File: src/rtl/nibble_serial_add_ctrl.sv
// Nibble-serial WIDTH-bit adder sequencer driving one shared external 4-bit adder slice.
// Define NIBBLE_SERIAL_ADD_OVF_EN to add the signed-overflow output ovf.
module nibble_serial_add_ctrl #(
    parameter int WIDTH   = 16,
    parameter int NIBBLES = WIDTH / 4
) (
    input  logic             clk,
    input  logic             rst_n,
    input  logic             start,
    input  logic [WIDTH-1:0] a,
    input  logic [WIDTH-1:0] b,
    input  logic             cin,
    output logic             busy,
    output logic             done,
    output logic [WIDTH-1:0] sum,
    output logic             cout,
    output logic [3:0]       sl_a,
    output logic [3:0]       sl_b,
    output logic             sl_cin,
    input  logic [3:0]       sl_s,
    input  logic             sl_cout
`ifdef NIBBLE_SERIAL_ADD_OVF_EN
    ,
    output logic             ovf
`endif
);

    localparam int IDXW = (NIBBLES > 1) ? $clog2(NIBBLES) : 1;

    generate
        if ((WIDTH % 4) != 0 || WIDTH < 4 || NIBBLES != WIDTH / 4) begin : g_bad_width
            $error("nibble_serial_add_ctrl: WIDTH must be a multiple of 4 and >= 4");
        end
    endgenerate

    typedef enum logic [1:0] {
        IDLE = 2'd0,
        RUN  = 2'd1,
        DONE = 2'd2
    } state_t;

    state_t                       state;
    logic [IDXW-1:0]              idx;
    logic                         carry;
    logic [NIBBLES-1:0][3:0]      op_a;
    logic [NIBBLES-1:0][3:0]      op_b;
    logic [NIBBLES-1:0][3:0]      sum_r;
    logic                         accept;
    logic                         last;

    assign sum    = sum_r;
    assign accept = start && (state == IDLE || state == DONE);
    assign last   = (idx == IDXW'(NIBBLES - 1));

    // The slice only sees operand nibbles while an operation is running.
    always_comb begin
        sl_a   = '0;
        sl_b   = '0;
        sl_cin = 1'b0;
        if (state == RUN) begin
            sl_a   = op_a[idx];
            sl_b   = op_b[idx];
            sl_cin = carry;
        end
    end

    always_ff @(posedge clk or negedge rst_n) begin
        if (!rst_n) begin
            state <= IDLE;
            busy  <= 1'b0;
            done  <= 1'b0;
            idx   <= '0;
            carry <= 1'b0;
            op_a  <= '0;
            op_b  <= '0;
            sum_r <= '0;
            cout  <= 1'b0;
`ifdef NIBBLE_SERIAL_ADD_OVF_EN
            ovf   <= 1'b0;
`endif
        end else begin
            done <= 1'b0;
            case (state)
                RUN: begin
                    sum_r[idx] <= sl_s;
                    carry      <= sl_cout;
                    if (last) begin
                        idx   <= '0;
                        cout  <= sl_cout;
`ifdef NIBBLE_SERIAL_ADD_OVF_EN
                        // Carry into the MSB differs from carry out of it.
                        ovf   <= op_a[NIBBLES-1][3] ^ op_b[NIBBLES-1][3] ^ sl_s[3] ^ sl_cout;
`endif
                        state <= DONE;
                        busy  <= 1'b0;
                        done  <= 1'b1;
                    end else begin
                        idx <= idx + 1'b1;
                    end
                end
                IDLE, DONE: begin
                    if (accept) begin
                        op_a  <= a;
                        op_b  <= b;
                        carry <= cin;
                        idx   <= '0;
                        state <= RUN;
                        busy  <= 1'b1;
                    end else begin
                        state <= IDLE;
                    end
                end
                default: begin
                    state <= IDLE;
                    busy  <= 1'b0;
                end
            endcase
        end
    end

endmodule

File: config.mk
export PLATFORM = sky130hd
export DESIGN_NAME = nibble_serial_add_ctrl
export DESIGN_NICKNAME = d
export VERILOG_FILES = /design/src/rtl/nibble_serial_add_ctrl.sv
export SDC_FILE = /design/constraint.sdc
export NUM_CORES = 1
export LEC_CHECK = 0
export ABC_AREA = 1
export CORE_MARGIN = 2
export CORE_UTILIZATION = 34
export DETAILED_ROUTE_END_ITERATION = 6
export GPL_ROUTABILITY_DRIVEN = 1
export SKIP_LAST_GASP = 1
export SYNTH_ARGS = -nofsm -noshare
export SYNTH_HDL_FRONTEND = slang
export SYNTH_SLANG_ARGS = --single-unit
File: constraint.sdc
create_clock -name clk -period 1.53 [get_ports clk]
set_input_delay 0.306 -clock clk [delete_from_list [all_inputs] [get_ports clk]]
set_output_delay 0.306 -clock clk [all_outputs]
set_load 0.02 [all_outputs]
==> results.md, run 1 <==
Job:
- The tool flagged a number of max-cap violations equal to 0.

Floorplan:
- The total area inside the core boundary comes to roughly 7000 µm².
- The die extent in x is 89.9 µm.
- During I/O placement, the number of pins put on the boundary was 69.
- The chip height is 89.9 µm.
- The initialized floorplan defines 31 standard-cell rows.
- The overall die area is between 8000 and 9000 µm².
- The initial utilization of the core area, before any placement, comes to 34.8%.

Placed design:
- The number of I/O port buffers is 68.
- The estimated wirelength of the detail-placed design is 3940 µm.
- The routability-driven placement congestion ratio is between 0.7 and 0.8.
- The worst slack at placement is -0.349 ns.
- Including well taps, the total number of placed cells is 480.

STA:
- The count of pins over their slew limit is 0.
- The count of endpoints failing hold in the final timing report was 0.
- The setup violation total in the final timing report is 9.
- The worst path uses 111% of the clock period.
- Across all setup checks in the final design, the least slack found is -0.172 ns.
- For the pin with the worst max-slew slack, the measured transition is 0.451 ns.
- Static timing analysis puts the maximum clock frequency at 588 MHz.
- Headroom to the max-slew limit came out at 69.9%.
- The shortest clock period the worst path allows after layout is 1.70 ns.
- The final setup skew is 0.00864 ns.
- Setup repair after global routing could not meet its margin everywhere.
- In the final timing run, aggregate negative setup slack is -1.46 ns.

Global routing:
- The largest net degree at the start of global routing is 35.
- Summed over all layers, the global routing overflow is 0.
- The first-pass GRT wire length is 9670 µm.
- The number of global-route vias before repair was 2046.
- Global routing consumed, over all layers together, 14.6% of the routing resources.
- The number of antenna violations at the first check in global routing was 0.

Route:
- The residual antenna-violating net count after detailed routing is 0.
- The post-detailed-route via-to-cell ratio is 4.33.
- The average wire per cell in the routed design is about 11 µm.
- The total wirelength of the detailed-routed design is 5670 µm.
- The number of detailed-route iterations in the first pass is 4.
- After detailed routing, the number of remaining DRC violations is 0.
- Across all layers, the routed design uses 2139 vias.
- The detailed router finished its first iteration with 103 violations.

Critical path:
- The slowest stage of the critical path is the dfrtp_2 cell.
- STA classifies the critical path endpoint as a primary output.
- The arrival time at the worst endpoint is 1.40 ns.
- The largest single stage delay on the critical path is around 0.46 ns.
- STA classifies the critical path startpoint as a flop.
- The cell with the most instances on the worst path is buf_6.
- The required time of the critical path is 1.22 ns.
- In this run the worst path has a maximum fanout of 7.
- The signal on the critical path passes through buf_6 -> nand2_1 -> nand3_1 -> a21oi_4 -> buf_6.
- The class of the most critical setup path is reg -> out.

Min path:
- The class of the worst hold path is in -> async.

Finish:
- The count of antenna diodes in the layout is 0.
- Of the cells placed in the final design, the portion with a size suffix greater than 1 is between 20 and 25%.
- The final standard cell count with taps included and fillers excluded is 494.
- In the final design database the tool counted 439 nets.
- Relative to the synthesized area, the layout overhead comes to 51.6%.
- The filler cells instantiated in the layout total 703.

Clock tree:
- CTS placed an instance of clkbuf_8 at the clock tree root.
- The number of H-tree levels is 2.
- The later pin in the worst-skew pair is clocked with a latency of 0.31 ns.
- The clock edge transition at the registers on the reported setup and hold paths is around 0.1 ns.
- The number of buffers on the longest clock path is 2.
- TritonCTS built the clock tree.
- Clock tree synthesis found a total of 56 sinks.
- The total CTS buffers is 5.

Outcome:
- The flow ran to the end, but the final reports show violations.
- The final reports fail on setup timing.

Power:
- The leakage power summed over all cells is roughly 0.0019 µW.
- IR analysis of the VDD net gives a maximum drop of around 0.0012 V.
- Dividing total power by cell area gives a power density of 2130 nW/µm².

Yosys:
- The number of different library cells used by synthesis comes to 18.
- Sequential elements use 55.9% of the synthesized area.
- The number of warnings issued by yosys is 0.
- The cell area after synthesis is 2510 µm².
- The synthesized instance count is 294.
- The number of flip-flops and latches in the synthesized netlist is 56.
- Averaged over all synthesized cells, the footprint is 8.53 µm².
- Synthesis produced a netlist with a net count of between 300 and 400.
[metal layers]
metal	global-route usage [%]	share of wire, %
met1	18.9	45
met2	24.3	48
met3	3.77	5.0
met4	3.97	1.4
met5	0	0
[placed cells by master, fill, tap and decap left out, types with 7 or more instances in the layout]
cell type	instances
nand2_1	65
dfrtp_1	55
inv_1	40
clkdlybuf4s50_1	39
nor2_1	32
a21oi_1	32
buf_4	29
dlygate4sd2_1	19
o21ai_0	13
buf_6	12
nand3_2	10
nand3_1	7
a21oi_4	7
[timing repair]
action                                  4_1_cts  5_1_grt
hold buffers                                  1        0
setup buffers                                 5        0
gates cloned                                  0        0
endpoints found under the setup margin       28       13
pin swaps                                     5        5
resized for setup                            85       24
hold endpoints to repair                     15        0
[cell type report]
cell class | instances | area (µm²) | area share [%]
timing repair buffer | 106 | 1020 | 26.8
tap | 99 | 124 | 3.26
clock inverter | 3 | 42.5 | 1.12
multi-input combinational | 181 | 972 | 25.6
sequential | 56 | 1400 | 36.9
clock buffer | 5 | 68.8 | 1.81
inverter | 44 | 171 | 4.51
[kinds of logic after synthesis]
kind of cell	synth area share (%)
fa+ha+maj	2.00
simple gates	18.9
buf+inv	10.8
compound gates	12.4
flops	55.9
[cell usage after synthesis]
library cell / instances / area, µm²
inv_4: 1 / 6.26
buf_4: 3 / 22.5
clkinv_1: 1 / 3.75
nor2_4: 1 / 11.3
buf_2: 5 / 25.0
nand2_1: 66 / 248
nand3_1: 17 / 85.1
a21oi_1: 40 / 200
o21ai_2: 4 / 35.0
buf_6: 5 / 56.3
dfrtp_1: 56 / 1400
nand2_2: 1 / 6.26
nor2_1: 33 / 124
inv_2: 1 / 3.75
o21ai_0: 13 / 65.1
inv_1: 41 / 154
ha_1: 4 / 50.1
o21ai_1: 2 / 10.0
[per-stage QoR]
stage	hold slack, ns	total power, µW	utilization [%]	area (µm²)
after floorplan	0.0104	4790	-	2510
after global placement	0.268	6570	48.4	3490
after detailed placement	0.274	6620	48.4	3490
after CTS	0.456	7750	51.0	3680
after global routing	0.464	8730	52.7	3800
final	0.460	8100	52.7	3800
[critical path: cells and delay by family (launching register included)]
kind | cells | cell delay, ns
AOI/OAI and AO/OA | 1 | 0.16
DFF | 1 | 0.46
and+or+nand+nor | 2 | 0.19
buffers and inverters | 2 | 0.28
[path summary, 6_finish.rpt]
path	start	endpoint	slack, ns	depth (start not counted)
worst max-delay path	idx[0]	sl_a[1]	-0.17	5
worst min-delay path	rst_n	sum[1]	0.46	2
worst max register to register	idx[0]	sum[15]	0.12	7
worst min register to register	busy	busy	0.48	2
max in group asynchronous	rst_n	idx[0]	0.60	3
min in group clk	busy	busy	0.48	2
[sequential cells by signal, indices dropped and copies added, names as in the netlist]
| signal | cells |
|---|---|
| op_b | 16 |
| busy | 1 |
| carry | 1 |
| cout | 1 |
| done | 1 |
| idx | 2 |
| state | 2 |
| op_a | 16 |
| sum | 16 |
[power by group]
| part | switching (µW) | total, µW | internal (µW) | leakage (µW) |
|---|---|---|---|---|
| Clock | 490 | 975 | 485 | 0.0000541 |
| Sequential | 253 | 2430 | 2180 | 0.000643 |
| Combinational | 2590 | 4690 | 2100 | 0.00122 |
| Total | 3330 | 8100 | 4770 | 0.00192 |
Power figures use the tool's default switching activity.
==> run 2: changes to the inputs <==
--- a/config.mk
+++ b/config.mk
@@ -10,6 +10,7 @@
 export CORE_UTILIZATION = 34
 export DETAILED_ROUTE_END_ITERATION = 6
 export GPL_ROUTABILITY_DRIVEN = 1
+export RECOVER_POWER = 25
 export SKIP_LAST_GASP = 1
 export SYNTH_ARGS = -nofsm -noshare
 export SYNTH_HDL_FRONTEND = slang
==> constraint.sdc (replaced) <==
create_clock -name clk -period 1.53 [get_ports clk]
set_input_delay 0.306 -clock clk [delete_from_list [all_inputs] [get_ports clk]]
set_output_delay 0.306 -clock clk [all_outputs]
set_load 0.01 [all_outputs]
==> run 2 against run 1 <==
Compared with the run above:
- the run still ends with setup timing left
- global-route usage is 0.17 points lower
- clock skew fell by 0.00069 ns
- non-clock buffer count fell by 11
- first-iteration DRC count is 0.97% lower
- combinational power fell by 16%
- largest cell class unchanged
- sequential power about the same
- total power decreased by 5.5%
- cell area shrank 1.8%
- highest routed layer unchanged
- via count shrank 0.56%
- die area stayed put
- sequential share of layout area rose by 0.66 points
==> results.md, run 2 (synthesized netlist as in run 1, its figures left out) <==
Floorplan:
- The overall die area is 8080 µm² (unchanged).
- The number of rows in the core area is 31 (unchanged).
- The starting utilization of the core area is 34.8% (unchanged).
- The die extent in x is 89.9 µm (unchanged).
- The area of the core is 7210 µm² (unchanged).
- The total I/O pin count came to 69 (unchanged).
- The chip height was 89.9 µm (unchanged).

Job:
- The max-capacitance violation count was 0 (unchanged).

Finish:
- The count of antenna diodes in the layout is 0 (unchanged).
- The area added between synthesis and finish is 48.8% (was 51.6%).
- The footprint of the flip-flops and latches came to 1400 µm² (about the same).
- The utilization of the core after routing is 51.7% (was 52.7%).
- The design area is 3730 µm² (was 3800 µm²).
- The final standard cell count with taps included and fillers excluded is 483 (was 494).
- Commonest cells after routing, fill and taps aside: 56 x nand2_1, 56 x dfrtp_1, 42 x clkdlybuf4s50_1 (was 65 x nand2_1, 55 x dfrtp_1, 40 x inv_1).
- The filler cell count is 698 (was 703).
- The multi-input logic area is 945 µm² (was 972 µm²).
- The total number of nets in the final design came to 428 (was 439).
- The share of post-route cells with drive strength above 1 is 20.8% (was 21.5%).

STA:
- RSZ-0062 raised after global routing: yes (unchanged).
- The worst slew margin relative to its limit is 65.4% (was 69.9%).
- The final setup skew is 0.00795 ns (was 0.00864 ns).
- The actual slew at the worst max-slew pin was 0.519 ns (was 0.451 ns).
- The setup slack of the critical path after layout is -0.204 ns (was -0.172 ns).
- The shortest clock period the worst path allows after layout was 1.73 ns (was 1.70 ns).
- The count of endpoints failing hold in the final timing report was 0 (unchanged).
- The final hold slack is 0.457 ns (was 0.460 ns).
- The highest attainable clock frequency is 577 MHz (was 588 MHz).
- The setup violation total in the final timing report is 9 (unchanged).
- The portion of the clock cycle consumed by the worst path in the final layout was 113% (was 111%).
- The count of pins over their slew limit is 0 (unchanged).

Clock tree:
- The clock edge transition at the registers on the reported setup and hold paths is 0.10 ns (about the same).
- The TritonCTS clock tree was built (unchanged).
- The source-to-sink clock delay at the later pin of the worst-skew pair is 0.30 ns (was 0.31 ns).
- The number of buffers on the longest clock path is 2 (unchanged).
- The sink count of the clock tree is 56 (unchanged).
- The number of H-tree levels is 2 (unchanged).
- The library cell used as clock root buffer is clkbuf_8 (unchanged).
- The total CTS buffers is 5 (unchanged).

Critical path:
- The highest net fanout along the worst path is 7 (unchanged).
- The worst reg-to-reg path cell count is 8 (was 7).
- The required time of the critical path is 1.22 ns (about the same).
- The type of element launching the critical path is a flop (unchanged).
- Cell-by-cell trace of the critical path: buf_6 -> buf_8 -> nand2_4 -> nand3_2 -> a21oi_2 -> buf_2 (was buf_6 -> nand2_1 -> nand3_1 -> a21oi_4 -> buf_6).
- The critical path startpoint is idx[0] (unchanged).
- The start of the worst register-to-register path is idx[0] (unchanged).
- The kind of end point of the critical path was a primary output (unchanged).
- The arrival time at the worst endpoint is 1.43 ns (was 1.40 ns).
- The cell with the largest stage delay on the worst path is dfrtp_1 (was dfrtp_2).
- The class of the most critical setup path is reg -> out (unchanged).
- The delay of the slowest cell on the worst path is 0.43 ns (was 0.46 ns).

Global routing:
- The combined global-route utilization of all metal layers is 14.4% (was 14.6%).
- The overall overflow remaining after global route is 0 (unchanged).
- The largest net degree at the start of global routing is 35 (unchanged).
- The first-pass GRT wire length is 9720 µm (was 9670 µm).
- The number of global-route vias before repair was 2081 (was 2046).
- The number of antenna violations at the first check in global routing is 0 (unchanged).

Power:
- The leakage power summed over all cells is 0.00201 µW (was 0.00192 µW).
- The power density normalized to cell area is 2050 nW/µm² (was 2130 nW/µm²).
- The maximum vdd drop is 0.000714 V (was 0.00122 V).

Outcome:
- Failing checks: setup timing (unchanged).
- Status: finished, violations left (unchanged).

Placed design:
- The estimated wirelength of the detail-placed design was 3990 µm (was 3940 µm).
- The number of I/O port buffers is 68 (unchanged).
- The routability-driven placement congestion ratio was 0.785 (was 0.773).
- The total placed cells including tap cells was 465 (was 480).
- The cell area after placement was 3380 µm² (was 3490 µm²).

Route:
- The number of DRC markers after the initial detailed-route iteration came to 102 (was 103).
- The residual antenna-violating net count after detailed routing is 0 (unchanged).
- The DRC violations left is 0 (unchanged).
- The average wire per cell in the routed design came to 11.6 µm (was 11.5 µm).
- The post-detailed-route via-to-cell ratio came to 4.40 (was 4.33).
- The total number of vias was 2127 (was 2139).
- The total wirelength of the detailed-routed design is 5610 µm (was 5670 µm).
- The number of detailed-route iterations in the first pass came to 4 (unchanged).

Min path:
- The class of the worst hold path is in -> async (unchanged).
## run 2: final timing paths
check	to	slack, ns
max in group asynchronous	op_a[2]	0.23
worst max-delay path	sl_a[1]	-0.20
worst max register to register	sum[15]	0.13
min in group clk	busy	0.48
worst min-delay path	sum[13]	0.46
worst min register to register	busy	0.48
## run 2: critical path: cells and delay by family (launching register included)
family          cells  cell delay, ns
compound gates      1            0.16
buf+inv             3            0.42
flops               1            0.43
simple gates        2            0.11
## run 2: layout make-up
| type | instances | share of cell area [%] |
|---|---|---|
| Sequential cell | 56 | 37.6 |
| Multi-Input combinational cell | 181 | 25.3 |
| Timing Repair Buffer | 95 | 24.9 |
| Inverter | 44 | 4.66 |
| Tap cell | 99 | 3.32 |
| Clock inverter | 3 | 2.41 |
| Clock buffer | 5 | 1.84 |
## run 2: power by group
part / switching (µW) / internal (µW) / total (µW)
combinational: 2120 / 1820 / 3940
sequential: 251 / 2180 / 2430
clock: 470 / 818 / 1290
total: 2840 / 4810 / 7660
## run 2: per-stage QoR
stage	total power, µW	setup slack (ns)	TNS (ns)
floorplan	4460	0.175	0
global placement	5980	-0.262	-2.05
detailed placement	6040	-0.260	-2.15
CTS	7550	-0.173	-1.44
global route	8300	-0.301	-2.30
finish	7660	-0.204	-1.51
## run 2: timing repair
| action | 4_1_cts | 5_1_grt |
|---|---|---|
| hold buffers | 1 | 0 |
| buffers inserted | 4 | 5 |
| setup endpoints to repair | 9 | 40 |
| resized for setup | 61 | 31 |
| hold endpoints to repair | 15 | 0 |
| pin swaps | 14 | 7 |
| gates cloned | 0 | 0 |
## run 2: per-layer routing
layer | GRT usage [%] | routed length, µm | vias to the layer above
met2 | 24.6 | 2690 | 51
met3 | 2.85 | 237 | 6
li1 | - | - | 1086
met4 | 2.82 | 51 | 0
met1 | 19.2 | 2630 | 984
met5 | 0 | 0 | -
